===== src/rtl/dmem_arbiter.sv =====
// Two-port arbiter in front of the single data-memory port, with programmable
// wait states, round-robin or fixed-priority tie breaking and a one-cycle ack.
module dmem_arbiter #(
  parameter int ADDRSIZE    = 12,
  parameter int WIDTH       = 32,
  parameter int WAIT_CYCLES = 2,
  parameter int FIXED_PRIO  = 0
) (
  input  logic                clk,
  input  logic                rst,
  input  logic                req0,
  input  logic                req1,
  input  logic                rw0,
  input  logic                rw1,
  input  logic [ADDRSIZE-1:0] addr0,
  input  logic [ADDRSIZE-1:0] addr1,
  input  logic [WIDTH-1:0]    wdata0,
  input  logic [WIDTH-1:0]    wdata1,
  output logic                ack0,
  output logic                ack1,
  output logic [WIDTH-1:0]    rdata0,
  output logic [WIDTH-1:0]    rdata1,
  output logic                busy,
  output logic [ADDRSIZE-1:0] m_addr,
  output logic                m_rw_,
  output logic [WIDTH-1:0]    write_data,
  input  logic [WIDTH-1:0]    read_data
);

  localparam logic [1:0] IDLE   = 2'd0;
  localparam logic [1:0] ACCESS = 2'd1;
  localparam logic [1:0] RESP   = 2'd2;

  localparam logic [3:0] WAIT_INIT = 4'(WAIT_CYCLES);

  logic [1:0]          state_q, state_d;
  logic [3:0]          cnt_q, cnt_d;
  logic                rw_q, rw_d;
  logic                win_q, win_d;
  logic                lastGrant_q, lastGrant_d;
  logic [ADDRSIZE-1:0] addr_q, addr_d;
  logic [WIDTH-1:0]    wdata_q, wdata_d;
  logic [WIDTH-1:0]    rdata0_q, rdata0_d;
  logic [WIDTH-1:0]    rdata1_q, rdata1_d;
  logic                winner;

  // On a tie, round-robin hands the grant to whichever port did not win last.
  always_comb begin
    if (req0 && req1) begin
      winner = (FIXED_PRIO != 0) ? 1'b0 : ~lastGrant_q;
    end else begin
      winner = req1;
    end
  end

  always_comb begin
    state_d     = state_q;
    cnt_d       = cnt_q;
    rw_d        = rw_q;
    win_d       = win_q;
    lastGrant_d = lastGrant_q;
    addr_d      = addr_q;
    wdata_d     = wdata_q;
    rdata0_d    = rdata0_q;
    rdata1_d    = rdata1_q;
    case (state_q)
      IDLE: begin
        if (req0 || req1) begin
          win_d       = winner;
          lastGrant_d = winner;
          addr_d      = winner ? addr1 : addr0;
          rw_d        = winner ? rw1 : rw0;
          wdata_d     = winner ? wdata1 : wdata0;
          cnt_d       = WAIT_INIT;
          state_d     = ACCESS;
        end
      end
      ACCESS: begin
        if (cnt_q != 4'd0) begin
          cnt_d = cnt_q - 4'd1;
        end else begin
          if (!rw_q) begin
            if (win_q) rdata1_d = read_data;
            else       rdata0_d = read_data;
          end
          state_d = RESP;
        end
      end
      RESP:    state_d = IDLE;
      default: state_d = IDLE;
    endcase
  end

  always_ff @(posedge clk or posedge rst) begin
    if (rst) begin
      state_q     <= IDLE;
      cnt_q       <= 4'd0;
      rw_q        <= 1'b0;
      win_q       <= 1'b0;
      lastGrant_q <= 1'b1;
      addr_q      <= '0;
      wdata_q     <= '0;
      rdata0_q    <= '0;
      rdata1_q    <= '0;
    end else begin
      state_q     <= state_d;
      cnt_q       <= cnt_d;
      rw_q        <= rw_d;
      win_q       <= win_d;
      lastGrant_q <= lastGrant_d;
      addr_q      <= addr_d;
      wdata_q     <= wdata_d;
      rdata0_q    <= rdata0_d;
      rdata1_q    <= rdata1_d;
    end
  end

  // Memory strobe comes only from registered state, so reset drops it at once.
  assign m_rw_      = (state_q == ACCESS) && (cnt_q == 4'd0) && rw_q;
  assign busy       = (state_q != IDLE);
  assign ack0       = (state_q == RESP) && !win_q;
  assign ack1       = (state_q == RESP) && win_q;
  assign m_addr     = addr_q;
  assign write_data = wdata_q;
  assign rdata0     = rdata0_q;
  assign rdata1     = rdata1_q;

endmodule


===== config.mk =====
export PLATFORM = sky130hd
export DESIGN_NAME = dmem_arbiter
export DESIGN_NICKNAME = d
export VERILOG_FILES = /design/src/rtl/dmem_arbiter.sv
export SDC_FILE = /design/constraint.sdc
export NUM_CORES = 1
export LEC_CHECK = 0
export BUFFER_PORTS_ARGS = -buffer_cell sky130_fd_sc_hd__buf_2
export CORE_MARGIN = 3
export CORE_UTILIZATION = 50
export DETAILED_ROUTE_END_ITERATION = 6
export MAX_ROUTING_LAYER = met4
export PLACE_DENSITY = 0.87
export SETUP_SLACK_MARGIN = 0.15
export SYNTH_ARGS = -nofsm -noshare
export SYNTH_HDL_FRONTEND = slang
export SYNTH_SLANG_ARGS = --single-unit

===== constraint.sdc =====
create_clock -name clk -period 7.5 [get_ports clk]
set_input_delay 1.125 -clock clk [delete_from_list [all_inputs] [get_ports clk]]
set_output_delay 1.125 -clock clk [all_outputs]
set_load 0.05 [all_outputs]

* Word-level counts from Yosys, hierarchy flattened *
Index checks and enable logic that the tools add are counted.
W data, S select, Z words.

cells by class
  add/subtract/negate cells = 1
  eq/ne operators = 5
  reductions and logical operators = 17
  muxes and demuxes = 10
  bitwise gates (word level) = 4

operators with widths
  cell                   number
  $mux W32               1
  $mux W12               1
  $mux W4                2
  $pmux W4 S2            1
  $reduce_and A4 Y1      2
  $ne A2 B2 Y1 const B   3
  $logic_and A1 B1 Y1    5
  $logic_not A4 Y1       1
  $mux W2                2
  $not A1 Y1             4
  $pmux W2 S2            1
  $reduce_and A2 Y1      2
  $reduce_bool A2 Y1     2
  $reduce_bool A4 Y1     1
  $sub A4 B1 Y4 const B  1
  $reduce_and A3 Y1      1
  $eq A2 B1 Y1 const B   1
  $eq A2 B2 Y1 const B   1
  $logic_not A2 Y1       1
  $mux W1                2
  $logic_not A1 Y1       1
  $logic_or A1 B1 Y1     1

word-level totals
  logic and storage cells = 46
  output and inout bits = 112
  input bits = 126
  register bits = 117

* Depth between registers and ports, before layout *
Gate-level depths: netlist (run 1).

  depth in word-level cells = 3
  depth in mapped cells = 8
  gate-level depth less buffers = 5

* Least setup slack after synthesis (run 1) *
Ideal clock, no wire load.

  path kind = register -> output
  start = register state_q[0]
  end = output ack0
  stages on the path, launching flop included = 2
  arrival = 1.581 ns
  required time = 6.375 ns
  setup slack = 4.794 ns
  path buffers = 0
  cells stage by stage = dfrtp_1 nor3b_1

between the ends
  cells in the longest elaborated chain, start to end = 2

RTL lines
  element                 line  RTL
  from (decl)             36    logic [1:0] state_q, state_d;
  from (signal assigned)  106   state_q <= state_d;
  $eq A2 B2 Y1            121   assign ack0 = (state_q == RESP) && !win_q;
  $logic_and A1 B1 Y1     121
  to (decl)               19    output logic ack0,

No other way between the ends.

* Worst setup path after layout (run 1) *
  start = register cnt_q[0]
  end = output m_rw_

between the ends
  cells in the longest elaborated chain, start to end = 3

RTL lines
  element                            line  RTL
  from (decl)                        37    logic [3:0] cnt_q, cnt_d;
  from (signal assigned)             107   cnt_q <= cnt_d;
  $logic_not A4 Y1                   119   assign m_rw_ = (state_q == ACCESS) && (cnt_q == 4'd0) && rw_q;
  $logic_and A1 B1 Y1 (2 in series)  119
  to (decl)                          25    output logic m_rw_,

No other way between the ends.

==> results.txt, run 1 <==
----------------------------------------------------
[GRT]
  All-layer global routing usage ... 0.2431
  GR Util met2 ... 0.4002
  GR Util met3 ... 0.06141
  Met1 GRT Util ... 0.2976
  Vias in the first global route ... ~4.2k
  Antenna violations before repair ... 0
  Remaining global-route overflow ... 0
  Maximum number of pins on one net before global-route repair ... 63
  Most utilized layer in the global route result ... met2
  Wire length of the first global-routing pass ... 21150 µm

[Drt]
  Detailed-route via count ... 4251
  Violation count after the first detailed-routing iteration ... 266
  Post-DR wirelength/cell ... about 17 µm
  WL final ... 13350 µm
  Vias per cell ... 5.281
  Antenna viol nets, final ... 0
  Drt drc ... 0
  Number of iterations in the first detailed-routing pass ... 4

[Setup path]
  Worst Path Required ... 6.38 ns
  Max stage delay on crit path ... roughly 0.37 ns
  Cell breakdown of the critical path ... inv_1, ha_1, nor3b_1, and3_1, buf_2
  Kind of launch point of the worst setup path ... flip-flop
  Count of buffering cells on the critical path with inverters included ... 2
  CP endpoint kind ... primary output
  CP arrival ... 2.01 ns
  Cell family with most CP delay ... simple AND/OR/NAND/NOR gates
  Critical path fanouts, max ... 4
  Slowest library cell on the worst path ... sky130_fd_sc_hd__dfrtp_1
  CP Class ... reg2out

[Synthesis]
  Post-Syn Nets ... 560
  Post-synthesis cell type with the largest combined area ... sky130_fd_sc_hd__dfrtp_1
  Yosys reg bits ... ~120
  Synthesized instance count ... 432
  Syn. warnings ... 0
  Largest cells by area after synthesis ... sky130_fd_sc_hd__dfrtp_1 (57%), sky130_fd_sc_hd__mux2_4 (8.9%), sky130_fd_sc_hd__mux2_2 (8.0%)
  Post-synthesis sequential area ratio ... 0.5782
  Synth top area share ... 0.5730
  Cell area after synthesis ... 5066 µm²
  Synth Area per Inst ... 11.73 µm²
  Number of library cell types mapped by synthesis ... 38

[Clock network]
  Number of levels in the clock H-tree ... 4
  Quantity of hold-fixing buffers added after cts ... 0
  Count of cells resized by post-cts repair ... 0
  Post-CTS Setup Bufs ... 0
  Skew-Pair Late Insertion Delay ... 0.50 ns
  Clock buffers created by TritonCTS ... 17
  Clk pin slew, worst setup/hold paths ... 0.06 ns
  CTS max path bufs ... 2
  TritonCTS clock tree ... done
  Buffer cell driving the clock tree root ... sky130_fd_sc_hd__clkbuf_8
  Number of clock sinks seen by CTS ... about 120

[STA]
  Min Clock Period, post-route ... 3.136 ns
  Worst Max-Slew Pin Slew ... 1.198 ns
  Upper clock frequency limit ... 318.8 MHz
  Hold Vio Cnt, Final ... 0
  Worst slew slack as a fraction of its limit ... 0.1996
  Clock tree skew after final layout ... 0.009873 ns
  Share of the clock period used by the worst path after layout ... 0.4182
  Unrepaired setup endpoints after global routing ... no
  Final Slew Violations ... 0
  Endpoints failing setup ... 0
  Final setup TNS ... 0 ns

[Die]
  Die X-Extent ... 106.7 µm
  Core outline area ... 9819 µm²
  Die height ... 106.7 µm
  Effective utilization at floorplan ... 0.5159
  Total Die Area ... 11380 µm²
  Number of rows created at floorplan ... 36
  I/O pin total ... 238

[Placement]
  Input/output buffers ... roughly 240
  Last weighted congestion value of the routability-driven placer ... between 0.8 and 0.9
  Hpwl dp ... 9339 µm

[Outcome]
  Result of the run ... finished, final reports clean

[Cells and area]
  Net count of the finished layout ... between 700 and 800
  Layout overhead on the synthesized area ... 35.93%
  Share of final-layout standard cells stronger than drive strength 1 ... 0.5208
  Diodes inserted ... 0

[Job]
  Max cap viols ... 0

[Min path]
  Class of the most critical hold timing path ... reg2reg

----------------------------------------------------
[metal layers]
layer | wire (µm) | up-vias | share of wire
met1 | 5376 | 2034 | 0.40
met5 | 0 | - | 0
met4 | 226 | 0 | 0.017
met3 | 1007 | 20 | 0.075
li1 | - | 1978 | -
met2 | 6742 | 219 | 0.50
[cells in the final DEF, fill, tap and decap left out, types with 2 or more instances in the layout]
| cell type | synthesis | final |
|---|---|---|
| sky130_fd_sc_hd__ha_1 | 2 | 2 |
| sky130_fd_sc_hd__nor3b_1 | 2 | 2 |
| sky130_fd_sc_hd__buf_2 | 1 | 237 |
| sky130_fd_sc_hd__clkbuf_16 | 0 | 16 |
| sky130_fd_sc_hd__clkinv_4 | 0 | 3 |
| sky130_fd_sc_hd__buf_4 | 0 | 4 |
| sky130_fd_sc_hd__clkinv_2 | 0 | 4 |
| sky130_fd_sc_hd__dfrtp_1 | 116 | 116 |
| sky130_fd_sc_hd__a31oi_1 | 46 | 46 |
| sky130_fd_sc_hd__inv_1 | 5 | 4 |
| sky130_fd_sc_hd__a21oi_1 | 46 | 46 |
| sky130_fd_sc_hd__bufinv_16 | 0 | 3 |
| sky130_fd_sc_hd__mux2_2 | 36 | 36 |
| sky130_fd_sc_hd__clkbuf_8 | 0 | 3 |
| sky130_fd_sc_hd__o21ai_0 | 2 | 2 |
| sky130_fd_sc_hd__nand2_1 | 90 | 90 |
| sky130_fd_sc_hd__mux2_4 | 30 | 30 |
[synthesized netlist by cell type (all sizes together)]
cell and count:
or3b 1, a21oi 46, and2b 1, and3b 1, o21bai 1, nand4b 1, nor2b 1, a31oi 46
a221oi 1, buf 13, mux2 66, dfstp 1, clkbuf 20, ha 2, or4 2, nor4 1
or2 1, inv 5, o21ai 2, a221o 1, and2 2, nand3 1, or2b 1, or3 1
nand2 90, a22o 1, nor3b 2, and3 1, nor2 2, a21boi 1, a21bo 1, dfrtp 116
[worst reg2reg max path: stages, from the launching register on]
cell and delay (ns):
sky130_fd_sc_hd__dfrtp_1 0.37, sky130_fd_sc_hd__inv_1 0.12, sky130_fd_sc_hd__ha_1 0.22, sky130_fd_sc_hd__or3b_1 0.47, sky130_fd_sc_hd__or4_4 0.81, sky130_fd_sc_hd__mux2_4 0.43
[worst paths after layout]
| kind | slack (ns) | start | depth (start not counted) | to |
|---|---|---|---|---|
| max in group asynchronous | 5.55 | rst | 3 | rdata0[20]$_DFFE_PP0P_ |
| worst min register to register | 0.50 | rdata1[6]$_DFFE_PP0P_ | 1 | rdata1[6]$_DFFE_PP0P_ |
| worst min-delay path | 0.50 | rdata1[6]$_DFFE_PP0P_ | 1 | rdata1[6]$_DFFE_PP0P_ |
| worst max register to register | 4.96 | cnt_q[0]$_DFFE_PP0P_ | 5 | rdata0[14]$_DFFE_PP0P_ |
| worst max-delay path | 4.36 | cnt_q[0]$_DFFE_PP0P_ | 5 | m_rw_ |
| min in group asynchronous | 0.77 | rst | 2 | write_data[10]$_DFFE_PP0P_ |
[cells by family (layout without fill, tap and decap cells)]
logic type,count (synthesis),count (layout),share of synthesized area
DFF,117,117,0.5782
and+or+nand+nor,109,109,0.09336
AOI/OAI and AO/OA,100,100,0.1151
muxes,66,66,0.1689
buffers and inverters,38,278,0.03952
adders and majority gates,2,2,0.004939
[flip-flops by register name (all words and copies together) (netlist names)]
signal,flops
m_addr,12
cnt_q,4
rdata0,32
write_data,32
win_q,1
rdata1,32
rw_q,1
lastGrant_q,1
state_q,2
[per-stage QoR]
| step | hold WS (ns) | util | cells | cell area [µm²] | setup slack (ns) |
|---|---|---|---|---|---|
| floorplan | 0.5378 | - | 432 | 5066 | 3.276 |
| global placement | 0.4837 | 0.6404 | 773 | 6289 | 4.362 |
| detailed placement | 0.4889 | 0.6404 | 773 | 6289 | 4.328 |
| CTS | 0.5037 | 0.7013 | 805 | 6887 | 4.322 |
| global route | 0.5155 | 0.7013 | 805 | 6887 | 4.237 |
| finish | 0.4998 | 0.7013 | 805 | 6887 | 4.364 |
[cell type report]
type | instances | area, µm²
inverters | 5 | 21.27
repair buffers | 241 | 1216
flip-flops and latches | 117 | 2929
clock buffers | 20 | 445.4
clock inverters | 12 | 152.6
fillers | 728 | 2933
multi-input cells | 277 | 1956
well taps | 133 | 166.4
Power of run 1 is left out: the tool's default activity adds up to more than one toggle a clock period on the data nets, which glitch-free logic cannot reach.
==> run 2: changes to the inputs <==
--- a/config.mk
+++ b/config.mk
@@ -7,10 +7,10 @@
 export LEC_CHECK = 0
 export BUFFER_PORTS_ARGS = -buffer_cell sky130_fd_sc_hd__buf_2
 export CORE_MARGIN = 3
-export CORE_UTILIZATION = 50
+export CORE_UTILIZATION = 42
 export DETAILED_ROUTE_END_ITERATION = 6
 export MAX_ROUTING_LAYER = met4
-export PLACE_DENSITY = 0.87
+export PLACE_DENSITY = 0.78
 export SETUP_SLACK_MARGIN = 0.15
 export SYNTH_ARGS = -nofsm -noshare
 export SYNTH_HDL_FRONTEND = slang
==> constraint.sdc (replaced) <==
create_clock -name clk -period 2.6 [get_ports clk]
set_input_delay 0.39 -clock clk [delete_from_list [all_inputs] [get_ports clk]]
set_output_delay 0.39 -clock clk [all_outputs]
set_load 0.05 [all_outputs]
==> run 2 against run 1 <==
Against the previous run:
- via count fell by 0.42%
- register-to-register slack worse by 4.8 ns
- clock skew decreased by 0.0036 ns
- sequential share of layout area fell by 0.78 points
- global-route usage decreased by 4.3 points
- worst setup slack got worse by 4.2 ns
- routed wire length decreased by 1.5%
- flip-flop and latch count unchanged
- die area up 18%
- core utilization is 9.7 points lower
- first-iteration DRC count down 9.8%
- critical path depth unchanged
==> results.txt, run 2 (synthesis gave the netlist of run 1 again) <==
----------------------------------------------------
[Drt]
  Number of iterations in the first detailed-routing pass ... 4
  Violation count after the first detailed-routing iteration ... 240
  Vias per cell ... 5.162
  Antenna viol nets, final ... 0
  Detailed-route via count ... 4233
  WL final ... 13160 µm
  Drt drc ... 0
  Post-DR wirelength/cell ... roughly 16 µm

[Die]
  Die X-Extent ... 115.8 µm
  I/O pin total ... 238
  Core outline area ... roughly 12000 µm²
  Effective utilization at floorplan ... 0.4362
  Number of rows created at floorplan ... 39
  Total Die Area ... 13420 µm²
  Die height ... 115.8 µm

[GRT]
  All-layer global routing usage ... 0.2002
  Wire length of the first global-routing pass ... 20460 µm
  Remaining global-route overflow ... 0
  Vias in the first global route ... 4282
  Maximum number of pins on one net before global-route repair ... 118
  Antenna violations before repair ... 0

[STA]
  Hold Vio Cnt, Final ... 0
  Clock tree skew after final layout ... 0.006244 ns
  Unrepaired setup endpoints after global routing ... yes
  Final Slew Violations ... 0
  Min Clock Period, post-route ... 2.432 ns
  Slack of the critical path ... approximately 0.17 ns
  Worst Max-Slew Pin Slew ... 0.8560 ns
  Share of the clock period used by the worst path after layout ... 0.9354
  Final setup TNS ... 0 ns
  Upper clock frequency limit ... between 400 and 500 MHz
  Worst slew slack as a fraction of its limit ... 0.4293
  Endpoints failing setup ... 0

[Setup path]
  CP arrival ... 2.71 ns
  CP Class ... reg2reg
  Worst Path Required ... 2.88 ns
  CP endpoint kind ... flip-flop
  Critical path fanouts, max ... 16
  Kind of launch point of the worst setup path ... flip-flop

[Clock network]
  CTS max path bufs ... 2
  Clk pin slew, worst setup/hold paths ... 0.05 ns
  Clock buffers created by TritonCTS ... 17
  TritonCTS clock tree ... done
  Number of levels in the clock H-tree ... 4
  Quantity of hold-fixing buffers added after cts ... 0
  Buffer cell driving the clock tree root ... sky130_fd_sc_hd__clkbuf_16
  Skew-Pair Late Insertion Delay ... 0.40 ns
  Number of clock sinks seen by CTS ... 117

[Cells and area]
  Commonest non-fill, non-tap cells in the layout ... sky130_fd_sc_hd__buf_2 (237), sky130_fd_sc_hd__dfrtp_1 (116), sky130_fd_sc_hd__nand2_1 (90)
  Share of final-layout standard cells stronger than drive strength 1 ... 0.5214
  Commonest non-fill, non-tap cell in the layout ... sky130_fd_sc_hd__buf_2
  Diodes inserted ... 0
  Fill count ... approximately 940
  Fin util ... 0.6041
  Layout overhead on the synthesized area ... 38.48%
  Net count of the finished layout ... 792

[Pwr]
  Pwr dens ... 1708 nW/µm²
  Largest vdd supply drop ... 0.9810 mV
  Leakage ... 3.521 nW

[Placement]
  Input/output buffers ... 237
  Hpwl dp ... 9266 µm
  Last weighted congestion value of the routability-driven placer ... roughly 0.80
  Worst slack, placed ... 0.1129 ns

[Outcome]
  Result of the run ... finished, final reports clean

[Min path]
  Class of the most critical hold timing path ... in2async

[Job]
  Max cap viols ... 0

----------------------------------------------------
run 2: cell types whose count changed in the layout (fill, tap and decap cells not counted):
cell,change
sky130_fd_sc_hd__buf_4,+2
sky130_fd_sc_hd__clkinv_2,-3
sky130_fd_sc_hd__clkbuf_1,+2
sky130_fd_sc_hd__bufinv_16,+1
sky130_fd_sc_hd__clkinvlp_4,+1
sky130_fd_sc_hd__inv_4,-1
sky130_fd_sc_hd__clkinv_4,-2
sky130_fd_sc_hd__inv_6,-1
sky130_fd_sc_hd__clkbuf_16,+1
sky130_fd_sc_hd__buf_12,+2
sky130_fd_sc_hd__clkbuf_8,+2
sky130_fd_sc_hd__or4_4,+1
run 2: worst max-delay path, stage by stage, from the launching register on:
cell	delay [ns]
sky130_fd_sc_hd__dfrtp_1	0.38
sky130_fd_sc_hd__inv_1	0.12
sky130_fd_sc_hd__ha_1	0.21
sky130_fd_sc_hd__or3b_1	0.51
sky130_fd_sc_hd__or4_4	0.72
sky130_fd_sc_hd__mux2_4	0.36
run 2: cell type report:
type | count | area, µm² | area share
tap | 143 | 178.9 | 0.02550
sequential | 117 | 2929 | 0.4175
clock buffer | 25 | 505.5 | 0.07205
multi-input combinational | 278 | 1967 | 0.2804
inverter | 5 | 22.52 | 0.003210
timing repair buffer | 245 | 1271 | 0.1812
clock inverter | 7 | 141.4 | 0.02015
run 2: final timing paths:
path | start | end | slack (ns) | cells past startpoint
hold reg to reg | rdata1[29]$_DFFE_PP0P_ | rdata1[29]$_DFFE_PP0P_ | 0.50 | 1
min in group clk | read_data[31] | rdata1[31]$_DFFE_PP0P_ | 0.23 | 2
max in group asynchronous | rst | write_data[3]$_DFFE_PP0P_ | 1.94 | 3
setup / recovery | cnt_q[0]$_DFFE_PP0P_ | rdata0[8]$_DFFE_PP0P_ | 0.17 | 5
hold / removal | rst | rdata0[10]$_DFFE_PP0P_ | 0.12 | 3
setup reg to reg | cnt_q[0]$_DFFE_PP0P_ | rdata0[8]$_DFFE_PP0P_ | 0.17 | 5
run 2: power by group:
| part | total [mW] | leakage, nW | switching [mW] | internal, mW |
|---|---|---|---|---|
| clock network | 2.50 | 0.314 | 0.765 | 1.73 |
| registers | 3.33 | 1.35 | 0.560 | 2.76 |
| logic | 6.16 | 1.86 | 4.46 | 1.70 |
run 2: routing by layer:
metal	GRT usage	part of all wire	wire length, µm	up-vias
met5	-	0	0	-
met4	0.07966	0.019	250	0
met3	0.05535	0.085	1116	26
met2	0.3234	0.48	6360	213
met1	0.2382	0.41	5428	2008
li1	-	-	-	1986
run 2: repair_timing:
item / 4_1_cts / 5_1_grt
pin swaps: 1 / 1
setup endpoints to repair: 32 / 32
resized for setup: 0 / 1
cloned: 0 / 1
setup buffers: 0 / 1
run 2: stage by stage:
stage,instance area [µm²],power [mW],hold slack [ns],cells
after floorplan,5070,8.009,0.5378,432
after global placement,6337,9.342,0.4824,786
after detailed placement,6337,9.499,0.4855,786
after CTS,6984,12.05,0.1993,818
after global routing,7015,12.61,0.2120,820
final,7015,11.98,0.1225,820
No activity file was read; power rests on OpenSTA's default activity.
==> run 3: changes to the inputs <==
--- a/config.mk
+++ b/config.mk
@@ -6,11 +6,13 @@
 export NUM_CORES = 1
 export LEC_CHECK = 0
 export BUFFER_PORTS_ARGS = -buffer_cell sky130_fd_sc_hd__buf_2
+export CELL_PAD_IN_SITES_DETAIL_PLACEMENT = 0
+export CELL_PAD_IN_SITES_GLOBAL_PLACEMENT = 1
 export CORE_MARGIN = 3
-export CORE_UTILIZATION = 42
+export CORE_UTILIZATION = 32
 export DETAILED_ROUTE_END_ITERATION = 6
 export MAX_ROUTING_LAYER = met4
-export PLACE_DENSITY = 0.78
+export PLACE_DENSITY = 0.79
 export SETUP_SLACK_MARGIN = 0.15
 export SYNTH_ARGS = -nofsm -noshare
 export SYNTH_HDL_FRONTEND = slang
==> run 3 against run 2 <==
Against the previous run:
- global-route usage fell by 3.7 points
- critical path type unchanged
- largest power group unchanged
- die area is 30% higher
- register-to-register slack better by 0.02 ns
- hold slack got worse by 0.064 ns
- largest cell class unchanged
- non-clock buffer count rose by 2
- core utilization decreased by 14 points
==> results.txt, run 3 (synthesis gave the netlist of run 1 again) <==
----------------------------------------------------
[Setup path]
  Reg-to-reg startpoint ... cnt_q[0]$_DFFE_PP0P_
  Critical path fanouts, max ... 16
  Max stage delay on crit path ... 0.72 ns
  Count of buffering cells on the critical path with inverters included ... 1
  Logic depth of the worst register-to-register path ... 5
  Crit path depth ... 5
  CP arrival ... 2.69 ns
  Worst setup path startpoint ... cnt_q[0]$_DFFE_PP0P_
  CP Class ... reg2reg
  Cell family with most CP delay ... simple AND/OR/NAND/NOR gates
  Cell breakdown of the critical path ... inv_1, ha_1, or3b_1, or4_4, mux2_4
  Slowest library cell on the worst path ... sky130_fd_sc_hd__or4_4
  Kind of launch point of the worst setup path ... flip-flop
  Worst Path Required ... 2.88 ns
  CP endpoint kind ... flip-flop

[Job]
  Max cap viols ... 0

[Pwr]
  Pwr dens ... 1664 nW/µm²
  Largest vdd supply drop ... slightly above 0.7 mV
  Leakage ... roughly 3.5 nW
  Power, Total ... 11.77 mW

[GRT]
  Vias in the first global route ... 4428
  All-layer global routing usage ... 0.1632
  Antenna violations before repair ... 0
  Remaining global-route overflow ... 0
  Maximum number of pins on one net before global-route repair ... 49
  Wire length of the first global-routing pass ... about 22000 µm

[Placement]
  Placed Instances ... around 860
  Area after detailed placement ... 6471 µm²
  Last weighted congestion value of the routability-driven placer ... 0.8060
  Input/output buffers ... between 200 and 250
  Hpwl dp ... 10030 µm
  Worst slack, placed ... 0.1184 ns

[STA]
  Slack of the critical path ... 0.1907 ns
  Upper clock frequency limit ... 415.1 MHz
  Share of the clock period used by the worst path after layout ... 0.9266
  Endpoints failing setup ... 0
  Worst Max-Slew Pin Slew ... 0.9237 ns
  Clock tree skew after final layout ... a little over 0.006 ns
  Worst slew slack as a fraction of its limit ... 0.3842
  Hold WS ... 0.05895 ns
  Final setup TNS ... 0 ns
  Unrepaired setup endpoints after global routing ... yes
  Hold Vio Cnt, Final ... 0
  Final Slew Violations ... 0
  Min Clock Period, post-route ... 2.409 ns

[Cells and area]
  Commonest non-fill, non-tap cell in the layout ... sky130_fd_sc_hd__buf_2
  Final Instance Count excl. Fillers ... 890
  Post-route cell area ... 7077 µm²
  Diodes inserted ... 0
  Layout overhead on the synthesized area ... 39.69%
  Commonest non-fill, non-tap cells in the layout ... sky130_fd_sc_hd__buf_2 (237), sky130_fd_sc_hd__dfrtp_1 (116), sky130_fd_sc_hd__nand2_1 (90)
  Share of final-layout standard cells stronger than drive strength 1 ... 0.5272
  Net count of the finished layout ... 794
  Fin util ... 0.4604

[Outcome]
  Result of the run ... finished, final reports clean

[Drt]
  Number of iterations in the first detailed-routing pass ... 4
  Uppermost metal layer occupied by signal nets ... met4
  WL final ... 13920 µm
  Wire length on met3 ... approximately 730 µm
  Violation count after the first detailed-routing iteration ... 180
  WL met2 ... 6940 µm
  Detailed-route via count ... around 4.3k
  Drt drc ... 0
  Post-DR wirelength/cell ... 15.64 µm
  Wl on met1 ... 6093 µm
  Antenna viol nets, final ... 0
  Vias per cell ... 4.784

[Clock network]
  Number of clock sinks seen by CTS ... 117
  Clock buffers created by TritonCTS ... 17
  Skew-Pair Late Insertion Delay ... 0.40 ns
  CTS max path bufs ... 2
  Quantity of hold-fixing buffers added after cts ... 0
  Clk pin slew, worst setup/hold paths ... 0.05 ns
  Number of levels in the clock H-tree ... 4
  Post-CTS Setup Bufs ... 0
  TritonCTS clock tree ... done
  Buffer cell driving the clock tree root ... sky130_fd_sc_hd__clkbuf_16

[Die]
  Die X-Extent ... 131.8 µm
  Die height ... approximately 130 µm
  Core outline area ... about 15000 µm²
  Effective utilization at floorplan ... 0.3296
  Total Die Area ... roughly 17000 µm²
  Number of rows created at floorplan ... 45
  I/O pin total ... 238

[Min path]
  Class of the most critical hold timing path ... in2async

----------------------------------------------------
==> run 3: per-layer routing <==
layer / vias to the layer above / global-route usage
met4: 0 / 0.05659
met1: 2095 / 0.1968
met5: - / -
li1: 1988 / -
met3: 13 / 0.03740
met2: 162 / 0.2705
==> run 3: path summary, 6_finish.rpt <==
check | to | slack, ns
worst min-delay path | rdata1[25]$_DFFE_PP0P_ | 0.06
worst max register to register | rdata0[19]$_DFFE_PP0P_ | 0.19
worst max-delay path | rdata0[19]$_DFFE_PP0P_ | 0.19
max in group asynchronous | rdata1[3]$_DFFE_PP0P_ | 1.89
worst min register to register | rdata1[27]$_DFFE_PP0P_ | 0.50
min in group clk | rdata0[4]$_DFFE_PP0P_ | 0.23
==> run 3: cell type report <==
cell class	instances	area (µm²)
tap	211	264.0
inverter	5	22.52
timing repair buffer	247	1299
clock inverter	11	123.9
clock buffer	21	470.5
fill	1480	8294
sequential	117	2929
multi-input combinational	278	1968
==> run 3: repair_timing <==
| action | CTS | global route |
|---|---|---|
| resized for setup | 0 | 1 |
| cloned | 0 | 1 |
| setup endpoints to repair | 32 | 32 |
| pin swaps | 1 | 2 |
==> run 3: power by group <==
part | switching (mW) | internal [mW]
combinational | 4.45 | 1.69
sequential | 0.564 | 2.76
clock | 0.817 | 1.49
total | 5.83 | 5.94
==> run 3: worst register-to-register path, stage by stage, from the launching register on <==
cell and delay [ns]:
sky130_fd_sc_hd__dfrtp_1 0.37, sky130_fd_sc_hd__inv_1 0.12, sky130_fd_sc_hd__ha_1 0.21, sky130_fd_sc_hd__or3b_1 0.50, sky130_fd_sc_hd__or4_4 0.72, sky130_fd_sc_hd__mux2_4 0.37
